**src/rtl/vcii_bank_seq.sv**
```systemverilog
// Break-before-make sequencer for a bank of VCII cells sharing the analog pads.
// Ports:
//   clk, rst        clock, synchronous active-high reset
//   off             force bank to IDLE (priority just below rst)
//   req_valid/ready channel-select handshake; req_ch requested channel
//   settle_cyc      settle length sampled at acceptance (0 acts as 1)
//   scan_en         auto-scan enable; dwell_cyc sampled at HOLD entry (0 acts as 1)
//   bias_en, sw_en  per-cell bias enable and pass switch
//   cur_ch          selected channel; settled / busy status; err out-of-range pulse
module vcii_bank_seq #(
    parameter int unsigned NCH      = 4,
    parameter int unsigned CW       = 8,
    parameter int unsigned DEAD_CYC = 2
) (
    input  logic                     clk,
    input  logic                     rst,
    input  logic                     off,
    input  logic                     req_valid,
    output logic                     req_ready,
    input  logic [$clog2(NCH)-1:0]   req_ch,
    input  logic [CW-1:0]            settle_cyc,
    input  logic                     scan_en,
    input  logic [CW-1:0]            dwell_cyc,
    output logic [NCH-1:0]           bias_en,
    output logic [NCH-1:0]           sw_en,
    output logic [$clog2(NCH)-1:0]   cur_ch,
    output logic                     settled,
    output logic                     busy,
    output logic                     err
);
    localparam int unsigned CHW  = $clog2(NCH);
    localparam int unsigned DW   = $clog2(DEAD_CYC + 1);
    localparam int unsigned CNTW = (CW > DW) ? CW : DW;

    typedef enum logic [1:0] {IDLE, BREAK, SETTLE, HOLD} state_t;

    state_t            state, state_n;
    logic [CNTW-1:0]   cnt, cnt_n;
    logic [CW-1:0]     s_lat, s_lat_n;
    logic [CW-1:0]     dwell, dwell_n;
    logic [NCH-1:0]    bias_en_n, sw_en_n;
    logic [CHW-1:0]    cur_ch_n, nxt_ch, tgt;
    logic              settled_n, busy_n, err_n, req_ready_n;
    logic              in_range, go;

    function automatic logic [NCH-1:0] onehot(input logic [CHW-1:0] c);
        return NCH'(1) << c;
    endfunction

    assign in_range = 32'(req_ch) < NCH;
    assign nxt_ch   = (cur_ch == CHW'(NCH - 1)) ? '0 : cur_ch + CHW'(1);

    // Next-state and next-output logic
    always_comb begin
        state_n   = state;
        cnt_n     = cnt;
        s_lat_n   = s_lat;
        dwell_n   = dwell;
        bias_en_n = bias_en;
        sw_en_n   = sw_en;
        cur_ch_n  = cur_ch;
        settled_n = settled;
        busy_n    = busy;
        err_n     = 1'b0;
        go        = 1'b0;
        tgt       = req_ch;

        case (state)
            IDLE, HOLD: begin
                // Dwell keeps running under no-op requests; expiry waits at zero
                if (state == HOLD && scan_en && dwell != '0)
                    dwell_n = dwell - CW'(1);
                if (req_valid) begin
                    if (!in_range)
                        err_n = 1'b1;
                    else if (state == IDLE || req_ch != cur_ch)
                        go = 1'b1;
                end else if (state == HOLD && scan_en && dwell == '0) begin
                    go  = 1'b1;
                    tgt = nxt_ch;
                end
            end
            BREAK: begin
                if (cnt == '0) begin
                    state_n = SETTLE;
                    sw_en_n = onehot(cur_ch);
                    cnt_n   = CNTW'(s_lat - CW'(1));
                end else begin
                    cnt_n = cnt - CNTW'(1);
                end
            end
            SETTLE: begin
                if (cnt == '0) begin
                    state_n   = HOLD;
                    settled_n = 1'b1;
                    busy_n    = 1'b0;
                    dwell_n   = (dwell_cyc == '0) ? '0 : dwell_cyc - CW'(1);
                end else begin
                    cnt_n = cnt - CNTW'(1);
                end
            end
            default: state_n = IDLE;
        endcase

        // Start of a switch: open all switches, power only the target cell
        if (go) begin
            state_n   = BREAK;
            cur_ch_n  = tgt;
            sw_en_n   = '0;
            bias_en_n = onehot(tgt);
            settled_n = 1'b0;
            busy_n    = 1'b1;
            s_lat_n   = (settle_cyc == '0) ? CW'(1) : settle_cyc;
            cnt_n     = CNTW'(DEAD_CYC - 1);
        end

        if (off) begin
            state_n   = IDLE;
            cnt_n     = '0;
            s_lat_n   = '0;
            dwell_n   = '0;
            bias_en_n = '0;
            sw_en_n   = '0;
            cur_ch_n  = '0;
            settled_n = 1'b0;
            busy_n    = 1'b0;
            err_n     = 1'b0;
        end

        req_ready_n = (state_n == IDLE) || (state_n == HOLD);
    end

    // State and output registers
    always_ff @(posedge clk) begin
        if (rst) begin
            state     <= IDLE;
            cnt       <= '0;
            s_lat     <= '0;
            dwell     <= '0;
            bias_en   <= '0;
            sw_en     <= '0;
            cur_ch    <= '0;
            settled   <= 1'b0;
            busy      <= 1'b0;
            err       <= 1'b0;
            req_ready <= 1'b1;
        end else begin
            state     <= state_n;
            cnt       <= cnt_n;
            s_lat     <= s_lat_n;
            dwell     <= dwell_n;
            bias_en   <= bias_en_n;
            sw_en     <= sw_en_n;
            cur_ch    <= cur_ch_n;
            settled   <= settled_n;
            busy      <= busy_n;
            err       <= err_n;
            req_ready <= req_ready_n;
        end
    end
endmodule
```
**config.mk**
```make
export PLATFORM = sky130hd
export DESIGN_NAME = vcii_bank_seq
export DESIGN_NICKNAME = d
export VERILOG_FILES = /design/src/rtl/vcii_bank_seq.sv
export SDC_FILE = /design/constraint.sdc
export NUM_CORES = 1
export LEC_CHECK = 0
export ABC_AREA = 0
export BUFFER_PORTS_ARGS = -buffer_cell sky130_fd_sc_hd__buf_4
export CORE_MARGIN = 8
export CORE_UTILIZATION = 30
export DETAILED_ROUTE_END_ITERATION = 8
export GPL_TIMING_DRIVEN = 0
export HOLD_SLACK_MARGIN = 0.03
export PLACE_DENSITY = 0.47
export SKIP_CTS_REPAIR_TIMING = 1
export SLEW_MARGIN = 20
export SYNTH_ARGS = -nofsm -noshare
export SYNTH_HDL_FRONTEND = slang
export SYNTH_SLANG_ARGS = --single-unit
```
**constraint.sdc**
```tcl
create_clock -name clk -period 1.9 [get_ports clk]
set_input_delay 0.095 -clock clk [delete_from_list [all_inputs] [get_ports clk]]
set_output_delay 0.095 -clock clk [all_outputs]
set_load 0.01 [all_outputs]
```
# ---- Yosys cells after proc, flatten, opt, wreduce, memory -nomap -nowiden
# Cells that the tools add are included.
dict set report classes {
  addsub 5
  multipliers 0
  div_mod_pow 0
  n_lt_le_gt_ge 0
  n_eq_ne 10
  shifts 2
  n_mux 25
  bitwise_logic 0
  reduce_logical 26
}
# op n
set ops {}
lappend ops {{8-bit 2-to-1 mux} 6}
lappend ops {{8-bit logical NOT} 4}
lappend ops {{8-bit one-hot mux with 2 select lines} 2}
lappend ops {{8-bit by 1-bit subtractor with 8-bit output, second input constant} 4}
lappend ops {{2-bit 2-to-1 mux} 8}
lappend ops {{2-bit AND reduction} 5}
lappend ops {{2-bit equality test, second input constant} 4}
lappend ops {{1-bit 2-to-1 mux} 8}
lappend ops {{2-bit nonzero test} 4}
lappend ops {{8-bit nonzero test} 1}
lappend ops {{1-bit by 2-bit left shift with 4-bit output, first input constant} 2}
lappend ops {{2-bit inequality test, second input constant} 3}
lappend ops {{2-bit logical NOT} 2}
lappend ops {{2-bit one-hot mux with 2 select lines} 1}
lappend ops {{2-bit OR reduction} 2}
lappend ops {{1-bit logical AND} 3}
lappend ops {{3-bit inequality test, second input constant} 1}
lappend ops {{3-bit AND reduction} 1}
lappend ops {{3-bit nonzero test} 1}
lappend ops {{3-bit OR reduction} 1}
lappend ops {{2-bit by 1-bit adder with 2-bit output, second input constant} 1}
lappend ops {{2-bit by 1-bit equality test with 1-bit output, second input constant} 1}
lappend ops {{1-bit logical OR} 2}
lappend ops {{2-bit inequality test} 1}
dict set report word_totals {
  reg_bits 39
  latch_bits 0
  mem_bits_rw 0
  romBits 0
  in_bits 23
  output_inout_bits 14
  word_cells 79
  memories 0
}

# ---- Depth between registers and ports, before layout
dict set report logic_depth {
  depth_word 10
  ltp_mapped 9
  ltp_nobuf 7
}

# ---- Worst setup path before layout
# Ideal clock, no wire load.
dict set report synth_path {
  path_type {flip-flop to flip-flop}
  from {register state[1]}
  to {register bias_en[1]}
  setup_time_ns 0.070
  arrival_ns 2.003
  required_ns 1.830
  setup_slack_ns -0.173
  path_stages_with_launch 9
  path_buffers 1
  period_less_slack_ns 2.073
  path_cell_list {dfxtp_1 -> inv_1 -> ha_1 -> nor4b_1 -> nand3_1 -> clkbuf_1 -> nor3_1 -> a32oi_1 -> a21oi_1}
}
dict set report synth_between {
  elab_chain_cells 7
  elab_cells_between_ends 14
  cone_classes {eq/ne: 1; shift: 1; mux: 7; reduce/logical: 5}
}
# item line
set synth_lines {}
lappend synth_lines {{start: declaration} 37} ;# state_t state, state_n;
lappend synth_lines {{start signal: assignment} 148} ;# state <= state_n;
lappend synth_lines {{2-bit equality test} {68, 78}}
lappend synth_lines {{1-bit logical AND (2 in a row)} 78} ;# end else if (state == HOLD && scan_en && dwell == '0) begin
lappend synth_lines {{2-bit 2-to-1 mux} 78}
lappend synth_lines {{2-bit 2-to-1 mux} 73} ;# if (req_valid) begin
lappend synth_lines {{2-bit 2-to-1 mux} 68} ;# case (state)
lappend synth_lines {{1-bit by 2-bit left shift with 4-bit output} 47} ;# return NCH'(1) << c;
lappend synth_lines {{end signal: assignment} 152} ;# bias_en <= bias_en_n;
lappend synth_lines {{end: declaration} 24} ;# output logic [NCH-1:0] bias_en,
# Several ways; a longest one is shown, not always the timed one.
# A chain may end at the register's enable or synchronous reset.

# ---- Final worst setup path
dict set report layout_path {
  from {register cnt[0]}
  to {register state[0]}
}
dict set report layout_between {
  elab_chain_cells 5
  elab_cells_between_ends 6
  cone_classes {mux: 5; reduce/logical: 1}
}
# item line
set layout_lines {}
lappend layout_lines {{start: declaration} 38} ;# logic [CNTW-1:0] cnt, cnt_n;
lappend layout_lines {{start signal: assignment} 149} ;# cnt <= cnt_n;
lappend layout_lines {{8-bit logical NOT *} {84, 93}}
lappend layout_lines {{2-bit 2-to-1 mux (on tied branches)} {93, 84}}
lappend layout_lines {{2-bit one-hot mux with 2 select lines *} 68}
lappend layout_lines {{2-bit 2-to-1 mux *} 106} ;# if (go) begin
lappend layout_lines {{2-bit 2-to-1 mux *} 117} ;# if (off) begin
# Mark *: on every way between the ends. The rest lies on a longest branch, timed or not.

==> results.txt <==
Met1 Track Usage GR: 16.04%
Synth top area share: 31.03%
Die Span Y: 107.6 um
Post-synth net total: 340
Switching pwr: 619.1 uW
Via count: 2349
GR met3 Demand/Resource: 2.515%
Core Util, Final: 41.38%
Layout net count: 396
Slew HR: 51.39%
Die Width: 107.6 um
Comb power frac: 25.1%
Worst R2R Setup Slack: -20 ps
Initial Util: 30.78%
Final Hold Viols: 0
Primary FF master, synth: dfxtp_1
MaxCap Viol Count: 0
Antenna cells: 0
DR WL/cell: 14.85 um
Initial antenna violation count: 0
Layout cells sized above 1: 32.68%
CP Data Required Time: 2110 ps
Drt pass-1 iters: 4
RSZ-0062 raised after global routing: yes
CP endpoint: state[0]
Critical path class: reg -> reg
GRT busiest layer: met2
I/O pin count: 37
Root Driver: clkbuf_8
Reg clk slew, reported paths: 80 ps
DRT iter0 DRCs: 124
First-pass GRT wire length: 11000 um
Leakage: 1.433 nW
Violated checks: negative setup slack
Slew at the pin with the worst max-slew slack: 721.3 ps
Longest Clk Path Bufs: 2
Setup violators final: 1
Post-route ant nets: 0
Core box area: 8175 um^2
CP Launch Type: flop
R2R depth: 9
Largest net degree at the start of global routing: 14
Most frequent cells in the layout: buf_4, dfxtp_1, nor2_1, a21oi_1, nand2_1
All-Layer GR Usage: 11.68%
Cell taking the most area after synthesis: dfxtp_1
Met2 GRT Util: 17.41%
Synth area leaders: dfxtp_1, ha_1, a21oi_1
Outcome: finished, violations left
Clk_lat worst skew: 300 ps
Commonest non-fill, non-tap cell in the layout: buf_4
Die area: 11570 um^2
Routed WL: 6877 um
Max FO, Critical Path: 7
Pre-CTS setup slack: -398.5 ps
Final Wtd Congestion: 0.7448
Area growth from synthesis to layout: 34.46%
Htree depth: 2
Reg2reg end: state[0]
Vias in the first global route: 2228
Hpwl dp: 4941 um
Final WS setup: -15.41 ps
VDD IR max: 0.0003177 V
Clk pwr share: 33.8%
GRT overflow: 0
Sequential area share after synthesis: 31.03%
Crit path time final: 1915 ps
Overall Power: 2.106 mW
Async set-reset flop share out of synthesis: 0%
Yosys reg bits: 39
Number of synthesized flops with an enable pin: 0
Internal power: 1.487 mW
CTS Buf Count: 5
Clock sinks: 39
Clk_skew: 4.438 ps
Synth warn: 0
Maximum clock rate: 522.1 MHz
Syn_area_per_cell: 8.359 um^2
Port buffer count: 35
Fill cell count: 855
CTS tree: built
HP Class: in -> reg
PD cells: 622.4 nW/um^2
Post-synthesis cell type count: 60
CP startpoint: cnt[0]
Std-Cell Rows: 33
Vias per cell: 5.073
Synthesized instance count: 301
DRC Markers: 0
Slew Limit Fails: 0
Netlist area before placement: 2516 um^2
Origin of the critical flop-to-flop path: cnt[0]
Critical path arrival: 2130 ps
Sequential power share: 41.1%
Crit share post-route: 100.8%
Switching fraction of total power: 29.40%
Critical path capture point type: flop
worst min-delay path by stage:
stage / startpoint / to / slack, ps / cells after the start
2_1_floorplan: settle_cyc[1] / s_lat[1] / 240 / 2
3_3_place_gp: settle_cyc[4] / s_lat[4] / 350 / 3
3_5_place_dp: settle_cyc[5] / s_lat[5] / 360 / 3
4_1_cts: settle_cyc[4] / s_lat[4] / 40 / 3
5_1_grt: settle_cyc[5] / s_lat[5] / 50 / 3
6_report: settle_cyc[4] / s_lat[4] / 40 / 3
synth_stat cells (all sizes together) (3+ instances only):
| library cell | n |
|---|---|
| o22ai | 3 |
| or4 | 4 |
| nor2 | 32 |
| clkbuf | 8 |
| xnor2 | 8 |
| ha | 16 |
| nand3 | 7 |
| xor2 | 8 |
| nor4 | 3 |
| o211a | 3 |
| mux2i | 9 |
| a31oi | 3 |
| nor4b | 3 |
| buf | 7 |
| o31ai | 5 |
| or3 | 3 |
| o22a | 3 |
| nor3 | 13 |
| a21oi | 28 |
| nor3b | 3 |
| a211oi | 4 |
| o221ai | 3 |
| dfxtp | 39 |
| nand2 | 23 |
| inv | 18 |
| o21ai | 17 |
logic make-up after synthesis:
logic type	count (synthesis)	share of synthesized area (%)
flip-flops	39	31.03
XOR/XNOR	16	5.570
AND/OR/NAND/NOR	99	21.48
multiplexers	10	4.028
AO/OA/AOI/OAI	87	24.12
buffers and inverters	33	5.668
other	1	0.1490
adder cells (fa/ha/maj)	16	7.956
power groups by stage:
| stage | clock network (mW) | logic [mW] | registers, mW |
|---|---|---|---|
| 6_report | 0.712 | 0.528 | 0.865 |
| 5_1_grt | 0.777 | 0.581 | 0.870 |
| 4_1_cts | 0.740 | 0.429 | 0.866 |
| 3_5_place_dp | 0 | 0.426 | 0.885 |
| 3_3_place_gp | 0 | 0.427 | 0.885 |
| 2_1_floorplan | 0 | 0.289 | 0.883 |
per-stage QoR:
step	hold slack (ps)	setup TNS (ps)	cells	area [um^2]
detailed placement	355.2	-9644	441	2943
global placement	348.2	-11070	441	2943
floorplan	242.2	0	301	2549
global route	52.70	-1388	463	3383
CTS	35.76	-10260	449	3055
finish	39.75	-15.41	463	3383
critical path, cell delays in order, from the launching register on:
cell     delay (ps)
dfxtp_4         360
inv_4            70
ha_4            130
or4b_4          450
buf_6           150
nor2_4          150
buf_6           150
buf_6           120
nand2_1          60
a41oi_1         190
final cells by class:
type                       count  area [um^2]  share of cell area (%)
multi-input combinational    229         1734                   51.26
sequential                    39        794.5                   23.48
timing repair buffer          50        417.9                   12.35
tap                          105        131.4                   3.883
buffer                        14        120.1                   3.550
inverter                      18        72.57                   2.145
clock buffer                   5        68.82                   2.034
clock inverter                 3        43.79                   1.294
per-layer routing:
metal / vias up / routed length [um]
met5: - / 0
met4: 0 / 108
met3: 11 / 279
met2: 46 / 3186
met1: 1089 / 3303
li1: 1203 / -
sequential cells by signal, summed over array words and instances, names as in the netlist:
signal     flops
bias_en        4
s_lat          8
settled        1
sw_en          4
cur_ch         2
state          2
dwell          8
busy           1
req_ready      1
cnt            8
Power figures use the tool's default switching activity.
